**src/rtl/debug_rx_framer_if.sv**
```systemverilog
// -----------------------------------------------------------------------------
// debug_rx_framer_if
// Bundles the UART-side byte stream and the command handshake of the debug
// receive framer.
//   d_in      [7:0]  received byte, valid while rx_done is high
//   rx_done          byte-received level from the UART receiver
//   cmd_ack          consumer accepts the presented command
//   cmd       [7:0]  command byte of the accepted frame
//   operand   [31:0] right-aligned, zero-extended operand
//   cmd_valid        a frame is presented on cmd/operand
//   frame_err        one-cycle pulse: checksum error, bad class or timeout
//   overrun          one-cycle pulse: byte dropped while a command is held
// Modports: master = byte source / command consumer, slave = the framer.
// -----------------------------------------------------------------------------
interface debug_rx_framer_if;
   logic [7:0]  d_in;
   logic        rx_done;
   logic        cmd_ack;
   logic [7:0]  cmd;
   logic [31:0] operand;
   logic        cmd_valid;
   logic        frame_err;
   logic        overrun;

   modport master (
      output d_in, rx_done, cmd_ack,
      input  cmd, operand, cmd_valid, frame_err, overrun
   );

   modport slave (
      input  d_in, rx_done, cmd_ack,
      output cmd, operand, cmd_valid, frame_err, overrun
   );
endinterface

```
**src/rtl/debug_rx_framer.sv**
```systemverilog
// -----------------------------------------------------------------------------
// debug_rx_framer
// Assembles debug command frames from a UART byte stream:
//   HEADER, CMD, 0/1/4 operand bytes (MSB first), CHECKSUM
// CHECKSUM is the XOR of the command and operand bytes. An accepted frame is
// held on cmd/operand with cmd_valid until the consumer raises cmd_ack.
// Parameters:
//   HEADER   frame start byte
//   TIMEOUT  maximum clk cycles allowed between bytes inside a frame
// Ports:
//   clk      system clock, rising edge
//   reset    asynchronous, active-low reset
//   bus      debug_rx_framer_if.slave (byte input, command handshake, errors)
// All outputs are driven straight from registers.
// -----------------------------------------------------------------------------
module debug_rx_framer #(
   parameter logic [7:0] HEADER  = 8'hA5,
   parameter int         TIMEOUT = 100000
) (
   input  logic                 clk,
   input  logic                 reset,
   debug_rx_framer_if.slave     bus
);

   localparam int GAP_W = $clog2(TIMEOUT + 1);
   localparam logic [GAP_W-1:0] GAP_LIMIT = GAP_W'(TIMEOUT);
   localparam logic [GAP_W-1:0] GAP_ONE   = GAP_W'(1);

   typedef enum logic [2:0] {
      ST_IDLE = 3'd0,
      ST_CMD  = 3'd1,
      ST_OPER = 3'd2,
      ST_CHK  = 3'd3,
      ST_HOLD = 3'd4
   } state_t;

   // Operand byte count selected by the command class cmd[7:6].
   function automatic logic [2:0] oper_len(input logic [1:0] cls);
      logic [2:0] len;
      case (cls)
         2'b00:   len = 3'd0;
         2'b01:   len = 3'd1;
         2'b10:   len = 3'd4;
         default: len = 3'd0;
      endcase
      return len;
   endfunction

   state_t            state_r;
   state_t            state_nxt_s;
   logic              rx_done_d_r;
   logic [7:0]        cmd_r;
   logic [7:0]        cmd_nxt_s;
   logic [31:0]       operand_r;
   logic [31:0]       operand_nxt_s;
   logic [7:0]        chk_r;
   logic [7:0]        chk_nxt_s;
   logic [2:0]        cnt_r;
   logic [2:0]        cnt_nxt_s;
   logic [GAP_W-1:0]  gap_r;
   logic [GAP_W-1:0]  gap_nxt_s;
   logic [GAP_W-1:0]  gap_inc_s;
   logic              timeout_s;
   logic              byte_evt_s;
   logic              cmd_valid_r;
   logic              frame_err_r;
   logic              frame_err_nxt_s;
   logic              overrun_r;
   logic              overrun_nxt_s;

   // A byte is taken only on the first high cycle of rx_done; the receiver
   // may hold the level for many cycles.
   assign byte_evt_s = bus.rx_done & ~rx_done_d_r;

   // The gap counter is compared against its incremented value so the
   // timeout fires in the TIMEOUT-th idle cycle and the counter never wraps.
   assign gap_inc_s  = gap_r + GAP_ONE;
   assign timeout_s  = (gap_inc_s == GAP_LIMIT);

   // State register.
   always_ff @(posedge clk or negedge reset) begin
      if (!reset) begin
         state_r <= ST_IDLE;
      end else begin
         state_r <= state_nxt_s;
      end
   end

   // Next-state, datapath next values and error pulses.
   always_comb begin
      state_nxt_s     = state_r;
      cmd_nxt_s       = cmd_r;
      operand_nxt_s   = operand_r;
      chk_nxt_s       = chk_r;
      cnt_nxt_s       = cnt_r;
      gap_nxt_s       = {GAP_W{1'b0}};
      frame_err_nxt_s = 1'b0;
      overrun_nxt_s   = 1'b0;

      case (state_r)
         ST_IDLE: begin
            if (byte_evt_s && (bus.d_in == HEADER)) begin
               state_nxt_s   = ST_CMD;
               operand_nxt_s = 32'h0000_0000;
               chk_nxt_s     = 8'h00;
            end else begin
               state_nxt_s   = ST_IDLE;
            end
         end

         ST_CMD: begin
            if (byte_evt_s) begin
               cmd_nxt_s = bus.d_in;
               chk_nxt_s = bus.d_in;
               cnt_nxt_s = oper_len(bus.d_in[7:6]);
               if (bus.d_in[7:6] == 2'b11) begin
                  frame_err_nxt_s = 1'b1;
                  state_nxt_s     = ST_IDLE;
               end else if (oper_len(bus.d_in[7:6]) == 3'd0) begin
                  state_nxt_s     = ST_CHK;
               end else begin
                  state_nxt_s     = ST_OPER;
               end
            end else if (timeout_s) begin
               frame_err_nxt_s = 1'b1;
               state_nxt_s     = ST_IDLE;
            end else begin
               gap_nxt_s       = gap_inc_s;
            end
         end

         ST_OPER: begin
            if (byte_evt_s) begin
               operand_nxt_s = {operand_r[23:0], bus.d_in};
               chk_nxt_s     = chk_r ^ bus.d_in;
               cnt_nxt_s     = cnt_r - 3'd1;
               if (cnt_r == 3'd1) begin
                  state_nxt_s = ST_CHK;
               end else begin
                  state_nxt_s = ST_OPER;
               end
            end else if (timeout_s) begin
               frame_err_nxt_s = 1'b1;
               state_nxt_s     = ST_IDLE;
            end else begin
               gap_nxt_s       = gap_inc_s;
            end
         end

         ST_CHK: begin
            if (byte_evt_s) begin
               if (bus.d_in == chk_r) begin
                  state_nxt_s     = ST_HOLD;
               end else begin
                  frame_err_nxt_s = 1'b1;
                  state_nxt_s     = ST_IDLE;
               end
            end else if (timeout_s) begin
               frame_err_nxt_s = 1'b1;
               state_nxt_s     = ST_IDLE;
            end else begin
               gap_nxt_s       = gap_inc_s;
            end
         end

         ST_HOLD: begin
            // A byte arriving while the command is held is lost, even in the
            // cycle the consumer acknowledges.
            if (byte_evt_s) begin
               overrun_nxt_s = 1'b1;
            end else begin
               overrun_nxt_s = 1'b0;
            end
            if (bus.cmd_ack) begin
               state_nxt_s = ST_IDLE;
            end else begin
               state_nxt_s = ST_HOLD;
            end
         end

         default: begin
            state_nxt_s = ST_IDLE;
         end
      endcase
   end

   // Datapath, edge-detect and output registers.
   always_ff @(posedge clk or negedge reset) begin
      if (!reset) begin
         rx_done_d_r <= 1'b0;
         cmd_r       <= 8'h00;
         operand_r   <= 32'h0000_0000;
         chk_r       <= 8'h00;
         cnt_r       <= 3'd0;
         gap_r       <= {GAP_W{1'b0}};
         cmd_valid_r <= 1'b0;
         frame_err_r <= 1'b0;
         overrun_r   <= 1'b0;
      end else begin
         rx_done_d_r <= bus.rx_done;
         cmd_r       <= cmd_nxt_s;
         operand_r   <= operand_nxt_s;
         chk_r       <= chk_nxt_s;
         cnt_r       <= cnt_nxt_s;
         gap_r       <= gap_nxt_s;
         cmd_valid_r <= (state_nxt_s == ST_HOLD);
         frame_err_r <= frame_err_nxt_s;
         overrun_r   <= overrun_nxt_s;
      end
   end

   assign bus.cmd       = cmd_r;
   assign bus.operand   = operand_r;
   assign bus.cmd_valid = cmd_valid_r;
   assign bus.frame_err = frame_err_r;
   assign bus.overrun   = overrun_r;

endmodule

```
**src/flat_wrapper.sv**
```systemverilog
// flat-port wrapper written by rule: the top's interface ports become plain ports
module debug_rx_framer_flat 
#(
   parameter logic [7:0] HEADER  = 8'hA5,
   parameter int         TIMEOUT = 100000
)
  (clk, reset, bus_d_in, bus_rx_done, bus_cmd_ack, bus_cmd, bus_operand, bus_cmd_valid, bus_frame_err, bus_overrun);
  debug_rx_framer_if bus_i ();
  input  logic clk;
  input  logic reset;
  input wire logic [$bits(bus_i.d_in)-1:0] bus_d_in;
  input wire logic [$bits(bus_i.rx_done)-1:0] bus_rx_done;
  input wire logic [$bits(bus_i.cmd_ack)-1:0] bus_cmd_ack;
  output wire logic [$bits(bus_i.cmd)-1:0] bus_cmd;
  output wire logic [$bits(bus_i.operand)-1:0] bus_operand;
  output wire logic [$bits(bus_i.cmd_valid)-1:0] bus_cmd_valid;
  output wire logic [$bits(bus_i.frame_err)-1:0] bus_frame_err;
  output wire logic [$bits(bus_i.overrun)-1:0] bus_overrun;
  assign bus_i.d_in = bus_d_in;
  assign bus_i.rx_done = bus_rx_done;
  assign bus_i.cmd_ack = bus_cmd_ack;
  assign bus_cmd = bus_i.cmd;
  assign bus_operand = bus_i.operand;
  assign bus_cmd_valid = bus_i.cmd_valid;
  assign bus_frame_err = bus_i.frame_err;
  assign bus_overrun = bus_i.overrun;
  debug_rx_framer #(.HEADER(HEADER), .TIMEOUT(TIMEOUT)) u_core (.clk(clk), .reset(reset), .bus(bus_i));
endmodule
```
**config.mk**
```make
export PLATFORM = sky130hd
export DESIGN_NAME = debug_rx_framer_flat
export DESIGN_NICKNAME = d
export VERILOG_FILES = /design/src/rtl/debug_rx_framer_if.sv /design/src/rtl/debug_rx_framer.sv /design/src/flat_wrapper.sv
export SDC_FILE = /design/constraint.sdc
export NUM_CORES = 1
export LEC_CHECK = 0
export BUFFER_PORTS_ARGS = -buffer_cell sky130_fd_sc_hd__buf_2
export CAP_MARGIN = 15
export CORE_MARGIN = 5
export CORE_UTILIZATION = 57
export CTS_CLUSTER_SIZE = 25
export DETAILED_ROUTE_END_ITERATION = 6
export PLACE_DENSITY = 0.84
export SLEW_MARGIN = 10
export SYNTH_ARGS = -nofsm -noshare
export SYNTH_HDL_FRONTEND = slang
export SYNTH_SLANG_ARGS = --single-unit
```
**constraint.sdc**
```tcl
create_clock -name clk -period 5.2 [get_ports clk]
set_input_delay 0.78 -clock clk [delete_from_list [all_inputs] [get_ports clk]]
set_output_delay 0.78 -clock clk [all_outputs]
set_load 0.02 [all_outputs]
```
* Word level (Yosys, flattened, before mapping)
Cells that the tools add are included.
Cells by class: $add $sub $neg 2, equal/unequal tests 15, muxes and demuxes 37, bitwise gates (word level) 3, reduce and logical (&&, ||, !) cells 11
Operators with widths (number):
- $mux W32 | 2
- $pmux W32 S2 | 1
- $mux W17 | 3
- $mux W3 | 12
- $mux W8 | 3
- $pmux W8 S3 | 1
- $add A17 B1 Y17 const B | 1
- $eq A17 B17 Y1 const B | 1
- $pmux W3 S5 | 1
- $pmux W3 S2 | 2
- $mux W1 | 11
- $eq A8 B8 Y1 | 1
- $eq A8 B8 Y1 const B | 1
- $xor A8 B8 Y8 | 1
- $eq A3 B1 Y1 const B | 2
- $eq A3 B2 Y1 const B | 2
- $eq A3 B3 Y1 const B | 2
- $logic_not A3 Y1 | 2
- $ne A2 B1 Y1 const B | 3
- $reduce_and A3 Y1 | 2
- $eq A2 B2 Y1 const B | 2
- $reduce_and A4 Y1 | 1
- $reduce_bool A2 Y1 | 2
- $pmux W1 S3 | 1
- other kinds (8) | 8
Storage, ports and cells: register bits 75, word-level logic and storage cells 78

* Logic depth before layout (Yosys ltp)
Gate-level depths: netlist of run 1.
depth in word-level cells 11, gate-level depth with buffers 9, mapped depth without buffers 7

* Worst setup path before layout of run 1
OpenSTA, ideal clock, no wires.
path kind in2reg, from input bus_rx_done, to register u_core.operand_r[21] (netlist: u_core.bus.operand[21]), setup time 0.133 ns, data arrival time 2.048 ns, data required time 5.067 ns, setup slack 3.018 ns, stages on the path 5, path buffers 1, cells stage by stage nor2b_1 nand2b_1 nor4b_2 clkbuf_1 o21ai_0
Between the ends: longest elaborated chain between the ends 4, elaborated cells between the ends (all ways) 5, those cells by class eq/ne: 2; bitwise: 1; reduce/logical: 2
RTL lines:
- from (decl) | RTL line flat_wrapper.sv:12 | input wire logic [$bits(bus_i.rx_done)-1:0] bus_rx_done;
- $and A1 B1 Y1 (*) | RTL line debug_rx_framer.sv:73 | assign byte_evt_s = bus.rx_done & ~rx_done_d_r;
- $logic_and A1 B1 Y1 | RTL line debug_rx_framer.sv:102 | if (byte_evt_s && (bus.d_in == HEADER)) begin
- $ne A2 B1 Y1 (no source line)
- $reduce_and A3 Y1 (no source line) (*)
- to (signal assigned) | RTL line debug_rx_framer.sv:202 | operand_r <= operand_nxt_s;
- to (decl) | RTL line debug_rx_framer.sv:54 | logic [31:0] operand_r;
Mark *: on every way between the ends. The rest lies on a longest branch, timed or not. A chain may end at the register's enable or synchronous reset.

* Worst setup path in the final report of run 1
from register u_core.state_r[1], to register u_core.chk_r[7]
Between the ends: longest elaborated chain between the ends 3, elaborated cells between the ends (all ways) 9, those cells by class eq/ne: 5; mux: 1; reduce/logical: 3
RTL lines:
- from (decl) | RTL line debug_rx_framer.sv:49 | state_t state_r;
- from (signal assigned) | RTL line debug_rx_framer.sv:85 | state_r <= state_nxt_s;
- $eq A3 B2 Y1 (tied with other cells) | RTL line debug_rx_framer.sv:100 | case (state_r)
- $ne A2 B1 Y1 (no source line) / $reduce_bool A3 Y1 (equally long branches)
- $reduce_and A4 Y1 (no source line)
- to (signal assigned) | RTL line debug_rx_framer.sv:203 | chk_r <= chk_nxt_s;
- to (decl) | RTL line debug_rx_framer.sv:56 | logic [7:0] chk_r;
Several ways; a longest one is shown, not always the timed one.

==> metrics list, run 1 <==
- The analysis attributes to cell leakage a power of 1.889 nW.
- The path class of the tightest hold or removal check is primary input to asynchronous set/reset pin.
- Synthesized instance count: 392
- For this run, the slowest stage of the critical path takes 0.88 ns.
* Number of port buffers: 54
* Worst r2r path cells: 5
- DPL Wire Length: 5.304 mm
* Clock share of power: 31.7%
- At the end of routability-driven placement, the weighted congestion stood at 0.8760.
- Count of final max-slew check failures: 0
- Final worst path period need: 2.994 ns
* Most common cell in the synthesized netlist: sky130_fd_sc_hd__nand2_1
- Post-CTS setup-driven buffer insertion count: 0
- For this design the top-level I/O count stands at 55.
- Total number of placement rows: 29
* Syn nets: 407
- Summing all placed instances gives a cell area of 3990 um^2.
* Unrepaired setup endpoints after global routing: false
- In this run, post-CTS repair resized a total of 0 instances.
- The later pin in the worst-skew pair is clocked with a latency of 0.35 ns.
* Worst hold slack: 0.3411 ns
* Combined buffer and inverter count along the critical path: 0
* Share of flip-flops with an asynchronous set or reset after synthesis: 100.0%
- TritonRoute pass-1 iters: 5
- Switching power total: 0.4030 mW
- The total overflow left after global routing is 0.
- After synthesis, the most frequently instantiated cells are 82 x sky130_fd_sc_hd__nand2_1, 75 x sky130_fd_sc_hd__dfrtp_1, 45 x sky130_fd_sc_hd__o21ai_0, 21 x sky130_fd_sc_hd__clkbuf_1, 21 x sky130_fd_sc_hd__nand2b_1.
- For the worst setup path, the data arrival time is 3.20 ns.
- Synthesis inferred 75 register bits.
* Final Util: 66.13%
* Setup TNS: 0 ns
- Source of the critical timing path: u_core.state_r[1]$_DFF_PN0_
- Dividing the synthesized area by the synthesized cell count gives 9.422 um^2.
* Seq pwr share: 52.1%
- The die is 90.50 um wide.
- The detailed router finished its first iteration with 227 violations.
* WL final: 8.077 mm
- Share of cells above drive strength 1: 19.95%
- Reg-to-reg setup timing slack: 2.21 ns
- The longest clock path from root to sink contains 2 buffers.
- The internal portion of the total power is 0.9145 mW.
- The signal on the critical path passes through nor2b_1 > nand2_1 > nand2_1 > nor2_1 > o2bb2ai_1.
* Post-synthesis cell type count: 47
* Crit path max-delay cell type: sky130_fd_sc_hd__nand2_1
* Largest delay contributor family on the critical path: simple AND/OR/NAND/NOR gates
- Transition at the pin with the smallest max-transition slack: 1.115 ns
- Htree depth: 3
* Switching power as a share of total power: 30.59%
- Crit path required time: 5.41 ns
- Once placement completed, the tool counted placed cells totaling 502.
* Per-cell via count in the routed design: 5.863
- Leading register cell type out of synthesis: sky130_fd_sc_hd__dfrtp_1
- Worst vdd rail ir drop: 0.2121 mV
* TritonCTS buffer count: 9
- Static timing analysis puts the maximum clock frequency at 334.1 MHz.
- Once routing completed, OpenROAD measured the worst setup slack at 2.206 ns.
* CTS hold repair buffers: 0
- 0 antenna diodes ended up in the layout.
- Share of total power in combinational logic: 16.2%
* Number of endpoints with negative hold slack in the final report: 0
- The number of global-route vias before repair came to 2978.
* Nets@finish: 451
- The area growth from synthesis to layout is 13.04%.
* DRT antenna net count: 0
- Pwr Total: 1.318 mW
- Number of clock sinks: 75
* Instance count on the critical path: 5
- Area of the die: 8189 um^2
- Share of the clock period used by the worst path: 57.57%
- TritonCTS built the clock tree.
* Std-Cell Core Area: 6314 um^2
- Max Fanout on Critical Path: 34
* DRC violations left: 0
- STA classifies the critical path startpoint as a register.
- Clock slew at reported path FFs: 0.09 ns
- Largest net degree at the start of global routing: 59
- Global routing used 20.36% of the available tracks.
* Wire length of the first global-routing pass: 14.03 mm
- Sequential-to-total area share from yosys stat: 50.81%
- The synthesized design contains 0 enable-type register cells.
- Portion of synthesized cell area occupied by the leading cell type: 50.81%
- The worst register-to-register path ends at u_core.chk_r[7]$_DFFE_PN0P_.
- FILL cells: 535
* Status: completed
* Antenna violations before repair: 0
* Category of the most critical setup path: register to register
* Die height: 90.50 um
- OpenSTA, run right after detailed placement, puts the worst setup slack at 1.976 ns.
- Across the run, the number of max-cap violations was 0.
- Setup violations remaining at the end of the flow were counted as 0.
* Seq. cell area: 1877 um^2
- Initial Utilization: 58.50%
- Most used cell, CP: sky130_fd_sc_hd__nand2_1
- Clock root buffer master: sky130_fd_sc_hd__clkbuf_8
- In this run the cell area of the synthesized design comes to 3694 um^2.
- Total power density per cell area: 315.6 nW/um^2
- In this run the critical register-to-register path is launched from u_core.state_r[1]$_DFF_PN0_.
- The biggest area contributor in the post-synthesis netlist is sky130_fd_sc_hd__dfrtp_1.
* Area of combinational cells with multiple inputs: 1720 um^2
- Clock skew on the completed layout was measured at 0.01182 ns.
- Vias after detailed routing: 3037
- STA classifies the critical path endpoint as a register.
- Headroom to the max-slew limit came out at 25.66%.
- Final Non-Filler Cells: 518
- With fillers left out, the area of the finished cells amounts to 4175 um^2.
- The Yosys step of the flow raised 0 warnings.
- By area the synthesized netlist is led by sky130_fd_sc_hd__dfrtp_1 51%, sky130_fd_sc_hd__nand2_1 8.3%, sky130_fd_sc_hd__o21ai_0 6.1%.
- The critical path ends at u_core.chk_r[7]$_DFFE_PN0P_.
* Average wire length per cell after detail routing: 15.59 um
==> power groups by stage <==
stage | registers, mW | logic, mW | clock network [mW]
4_1_cts | 0.684 | 0.215 | 0.426
2_1_floorplan | 0.714 | 0.116 | 0
5_1_grt | 0.692 | 0.234 | 0.455
3_5_place_dp | 0.695 | 0.214 | 0
3_3_place_gp | 0.692 | 0.205 | 0
6_report | 0.686 | 0.213 | 0.418
==> cell families after synthesis <==
family / count (synthesis) / share of synthesized area, %
AO/OA/AOI/OAI: 80 / 13.01
XOR/XNOR: 17 / 4.031
adder cells (fa/ha/maj): 3 / 1.016
buffers and inverters: 26 / 2.846
flip-flops: 75 / 50.81
multiplexers: 10 / 2.981
AND/OR/NAND/NOR: 181 / 25.30
==> worst reg2reg max path: stages (launching register included) <==
cell                        delay (ns)
sky130_fd_sc_hd__dfrtp_1          0.55
sky130_fd_sc_hd__nor2b_1          0.74
sky130_fd_sc_hd__nand2_1          0.88
sky130_fd_sc_hd__nand2_1          0.31
sky130_fd_sc_hd__nor2_1           0.20
sky130_fd_sc_hd__o2bb2ai_1        0.19
==> layout by cell type, fill, tap and decap left out, drive strengths merged, types with 2 or more instances in the layout <==
| cell type | n |
|---|---|
| nor2 | 12 |
| nand2b | 21 |
| xor2 | 8 |
| a22oi | 8 |
| ha | 3 |
| nor2b | 4 |
| mux2i | 2 |
| xnor2 | 9 |
| nand2 | 82 |
| o21ai | 47 |
| buf | 56 |
| o22ai | 4 |
| clkbuf | 10 |
| nand4 | 14 |
| and2 | 4 |
| nor4b | 2 |
| dfrtp | 75 |
| nor4 | 5 |
| mux2 | 8 |
| clkinv | 3 |
| or2 | 2 |
| inv | 5 |
| a21oi | 7 |
| nand3b | 2 |
| nand4b | 4 |
| o2bb2ai | 8 |
| nor3 | 20 |
| nand3 | 3 |
==> worst min path at each step <==
stage                                                   from                            endpoint  slack, ns  cells past startpoint
after CTS                                              reset       u_core.bus.cmd[1]$_DFFE_PN0P_       0.34                      1
after global placement    u_core.bus.operand[21]$_DFFE_PN0P_  u_core.bus.operand[29]$_DFFE_PN0P_       0.48                      2
after global routing                                   reset       u_core.bus.cmd[1]$_DFFE_PN0P_       0.35                      1
after floorplan                  u_core.chk_r[0]$_DFFE_PN0P_         u_core.chk_r[0]$_DFFE_PN0P_       0.47                      1
final                                                  reset       u_core.bus.cmd[1]$_DFFE_PN0P_       0.34                      1
after detailed placement       u_core.bus.cmd[5]$_DFFE_PN0P_       u_core.bus.cmd[5]$_DFFE_PN0P_       0.49                      1
==> area by class of cell <==
class | instances | area share (%)
flip-flops and latches | 75 | 44.95
multi-input cells | 291 | 41.20
repair buffers | 56 | 6.833
clock buffers | 10 | 3.296
well taps | 77 | 2.307
clock inverters | 6 | 1.139
inverters | 3 | 0.2697
==> routing by layer <==
layer | global-route usage [%] | wire [um] | up-vias
met5 | 0 | 0 | -
met4 | 6.328 | 84 | 0
met3 | 3.667 | 359 | 8
met2 | 33.17 | 3854 | 72
met1 | 27.63 | 3779 | 1486
li1 | - | - | 1471
==> sequential cells by signal (all words and copies together), names as in the netlist <==
signal                cells
u_core.rx_done_d_r        1
u_core.bus.operand       32
u_core.cnt_r              3
u_core.bus.cmd            8
u_core.gap_r             17
u_core.bus.overrun        1
u_core.chk_r              8
u_core.state_r            3
u_core.bus.frame_err      1
u_core.bus.cmd_valid      1
Note: power is estimated with default switching activity, not from simulation.
==> inputs of run 2 (changes only) <==
Settings changed: ABC_AREA set to 1, CORE_UTILIZATION 57 to 51, PLACE_DENSITY 0.84 to 0.8.
Clock period 5.2 ns to 2.4 ns, I/O delays scaled along.
==> run 2 against run 1 <==
  * Clock-buffer cell count decreased by 1
  * Fmax rose by 51%
  * Critical path type unchanged
  * Largest cell class unchanged
  * Clock skew is 0.0012 ns higher
  * Area after synthesis shrank 2.2%
  * Cell count is 13% higher
  * First-iteration DRC count shrank 33%
  * Register-to-register slack got worse by 1.8 ns
  * Wire length shrank 1.6%
  * Setup slack lost 1.8 ns
  * Die area increased by 8.3%
  * Sequential power rose to 2.9 times the previous value
  * Combinational power rose to 8.0 times the previous value
==> metrics list, run 2 <==
- Highest Signal Layer: met4
* End of the worst register-to-register path: u_core.gap_r[0]$_DFF_PN0_
* Area growth from synthesis to final layout: 16.79%
* Clock slew at reported path FFs: 0.09 ns
- Net switching is 40.80% of the power.
* Reg-to-reg critical path startpoint: u_core.gap_r[0]$_DFF_PN0_
* Die outline width: 94.18 um
- Clock share of power: 22.1%
* Overflow left after global routing: 0
- sky130_fd_sc_hd__dfrtp_1 takes more of the synthesized area than any other cell.
- DRC violations left: 0
* Leakage power of the design: 2.112 nW
- Once detail routing completed, the nets flagged for antenna violations numbered 0.
* Die height: 94.18 um
- In this run the worst setup path begins at u_core.gap_r[0]$_DFF_PN0_.
- Setup-failing EPs final: 0
* Critical-path cell list: ha_1 > nand3_2 > nor2_4 > nand4_1 > xor2_1 > inv_1 > nand4_1 > nor2_1 > nand3_1 > nand2_1 > inv_1
- Of the available clock period, the critical path in the final layout requires 82.52%.
- Share of flip-flops with an asynchronous set or reset after synthesis: 100.0%
- Vias in the first global route: 2933
- CP peak stage delay: 0.39 ns
- The worst setup path is of the register to register kind.
- The count of pins over their slew limit came to 0.
- Sorting the synthesized cells by area gives the leading types as sky130_fd_sc_hd__dfrtp_1 52%, sky130_fd_sc_hd__nand2_1 8.6%, sky130_fd_sc_hd__inv_1 6.9%.
- Share of total power in combinational logic: 36.2%
- Ant. Diodes: 0
- Area of the die: 8869 um^2
* Synthesized instance count: 425
* Reported max-cap violation count: 0
* Total number of placement rows: 30
* Area of combinational cells with multiple inputs: 1411 um^2
* Transition at the pin with the smallest max-transition slack: 0.5143 ns
- Reg-to-reg setup timing slack: 0.42 ns
- Post-synthesis cell type count: 34
* Largest register FFs: 32
- The floorplan step defined a core boundary enclosing 6832 um^2.
- Status: completed
- Wire segments on met2 add up to 3.895 mm in the final route.
- Num ports: 55
* DPL Wire Length: 5.767 mm
- Setup repair after global routing left no endpoint under its margin.
- At the later pin of the worst-skew pair, clock insertion delay measures 0.35 ns.
* Largest net degree at the start of global routing: 41
- The routed design uses 512 um of met3 wire.
- Per-cell via count in the routed design: 5.135
* Crit path required time: 2.64 ns
- In this run, synthesis inferred 0 flip-flops with an integrated enable.
- Top cells by instance count after synthesis: 83 x sky130_fd_sc_hd__nand2_1, 75 x sky130_fd_sc_hd__dfrtp_1, 66 x sky130_fd_sc_hd__inv_1, 38 x sky130_fd_sc_hd__nor2_1, 26 x sky130_fd_sc_hd__o22ai_1
- Clock Path Buffers: 2
- A synthesized cell averages 8.502 um^2.
- Share of cells above drive strength 1: 21.43%
- The number of clock buffers added by TritonCTS is 9.
- Counting buffers and inverters, the worst setup path is 11 cells deep.
- Max-slew headroom at the worst pin: 65.63%
- Leading cell types in the layout, fill and taps excluded: 83 x sky130_fd_sc_hd__nand2_1, 75 x sky130_fd_sc_hd__dfrtp_1, 66 x sky130_fd_sc_hd__inv_1
- The smallest clock period supported by the final layout is computed as 1.980 ns.
- Following the worst setup path forward leads to its endpoint at u_core.gap_r[0]$_DFF_PN0_.
- After detailed routing, the average wire length per cell comes to 13.56 um.
* Clock root buffer master: sky130_fd_sc_hd__clkbuf_8
- The number of buffers and inverters on the critical path is 2.
- The slowest stage of the critical path belongs to the cell sky130_fd_sc_hd__dfrtp_1.
- Internal Dissipation: 2.785 mW
- Most frequent standard cell in the layout excluding fill and tap cells: sky130_fd_sc_hd__nand2_1
- Seq pwr share: 41.7%
- The synthesized design devotes to its leading area cell type 51.94% of total area.
* Achievable clock frequency: 504.9 MHz
- Largest delay contributor family on the critical path: simple AND/OR/NAND/NOR gates
* Switching power total: 1.919 mW
- In the synthesized netlist the dominant register cell turns out to be sky130_fd_sc_hd__dfrtp_1.
- Of the synthesized area, sequential elements account for 51.94%.
* Worst Setup Start Kind: register
* Initial Utilization: 52.89%
* Most common cell in the synthesized netlist: sky130_fd_sc_hd__nand2_1
- TritonRoute pass-1 iters: 5
* Metal1 wirelength: 3.416 mm
* Count of routing violations after the opening detailed-route iteration: 151
- The number of placed instances, taps included, is 569.
- In the final timing run, aggregate negative setup slack is 0 ns.
- Vias after detailed routing: 3009
* Number of clock sinks: 75
- Max Fanout on Critical Path: 7
* Htree depth: 3
- Summed over all layers, the routed wires come to 7.945 mm.
- Setup crit end kind: register
* Worst hold slack: 0.1212 ns
* Antenna violations before repair: 0
- TritonCTS built the clock tree.
* Syn nets: 440
* WP data arrival: 2.22 ns
- For this run, the number of standard cells in the final layout without fillers is 586.
- Non-Filler Cell Area, Final: 4220 um^2
- The placed instances occupy a cell area of 3994 um^2.
- The net count of the finished layout is 500.
- All-Layer GR Usage: 19.51%
- In this run, post-CTS repair resized a total of 0 instances.
* FILL cells: 613
* Wire length of the first global-routing pass: 13.52 mm
- The clock arrives with 0.01304 ns of skew.
* Routability congestion estimate from global placement: 0.8255
- Number of port buffers: 54
- The number of endpoints with negative hold slack in the final report came to 0.
* Type of the tightest min-delay check: primary input to register
- Synthesized flop and latch total: 75
- Post-synthesis instance area: 3613 um^2
- In this run the power density over the cells is 1115 nW/um^2.
- Worst vdd rail ir drop: 0.8695 mV
* Number of warnings reported in the yosys synthesis log: 0
- Across the whole layout, storage elements account for 1877 um^2.
- The number of cells on the worst reg-to-reg path is 11.
==> run 2: layout make-up <==
cell class,count,share of cell area [%]
clock buffers,9,2.935
multi-input cells,266,33.44
well taps,96,2.846
repair buffers,61,7.708
flip-flops and latches,75,44.47
inverters,72,6.404
clock inverters,7,2.194
==> run 2: cells by family (layout without fill, tap and decap cells) <==
kind of cell,Yosys count,in the layout,share of synthesized area [%]
adders and majority gates,3,3,1.039
DFF,75,75,51.94
buffers and inverters,84,149,9.003
AOI/OAI and AO/OA,74,74,11.63
and+or+nand+nor,178,178,23.51
xor gates and xnor gates,11,11,2.874
==> run 2: worst min path at each step <==
stage                               endpoint  depth (start not counted)         from  slack [ns]
2_1_floorplan  u_core.bus.cmd[0]$_DFFE_PN0P_                          0        reset        0.06
3_3_place_gp       u_core.gap_r[2]$_DFF_PN0_                          1        reset        0.35
3_5_place_dp       u_core.gap_r[4]$_DFF_PN0_                          1        reset        0.35
4_1_cts         u_core.rx_done_d_r$_DFF_PN0_                          1  bus_rx_done        0.11
5_1_grt         u_core.rx_done_d_r$_DFF_PN0_                          1  bus_rx_done        0.11
6_report        u_core.rx_done_d_r$_DFF_PN0_                          1  bus_rx_done        0.12
==> run 2: through the flow <==
step	setup WS (ns)	power (mW)	util [%]
final	0.4196	4.704	61.78
after global routing	0.2150	5.029	61.78
after CTS	0.4208	4.733	61.78
after detailed placement	0.3995	3.682	58.46
after global placement	0.3883	3.629	58.46
after floorplan	0.6652	3.082	-
==> run 2: repair_timing <==
item	in CTS	in global routing
setup buffers	0	0
setup endpoints to repair	0	0
hold endpoints to repair	19	0
hold buffers	1	0
==> run 2: power by group through the flow <==
stage / Combinational, mW / Sequential, mW / Clock (mW)
after floorplan: 0.729 / 2.35 / 0
after global placement: 1.67 / 1.96 / 0
after detailed placement: 1.71 / 1.98 / 0
after CTS: 1.72 / 1.96 / 1.06
after global routing: 1.89 / 2.02 / 1.12
final: 1.70 / 1.96 / 1.04
==> run 2: per-layer routing <==
metal  global-route usage [%]  vias to the layer above
met3                    5.769                       14
met2                    31.91                       86
li1                         -                     1496
met1                    24.52                     1413
met4                    6.859                        0
met5                        0                        -
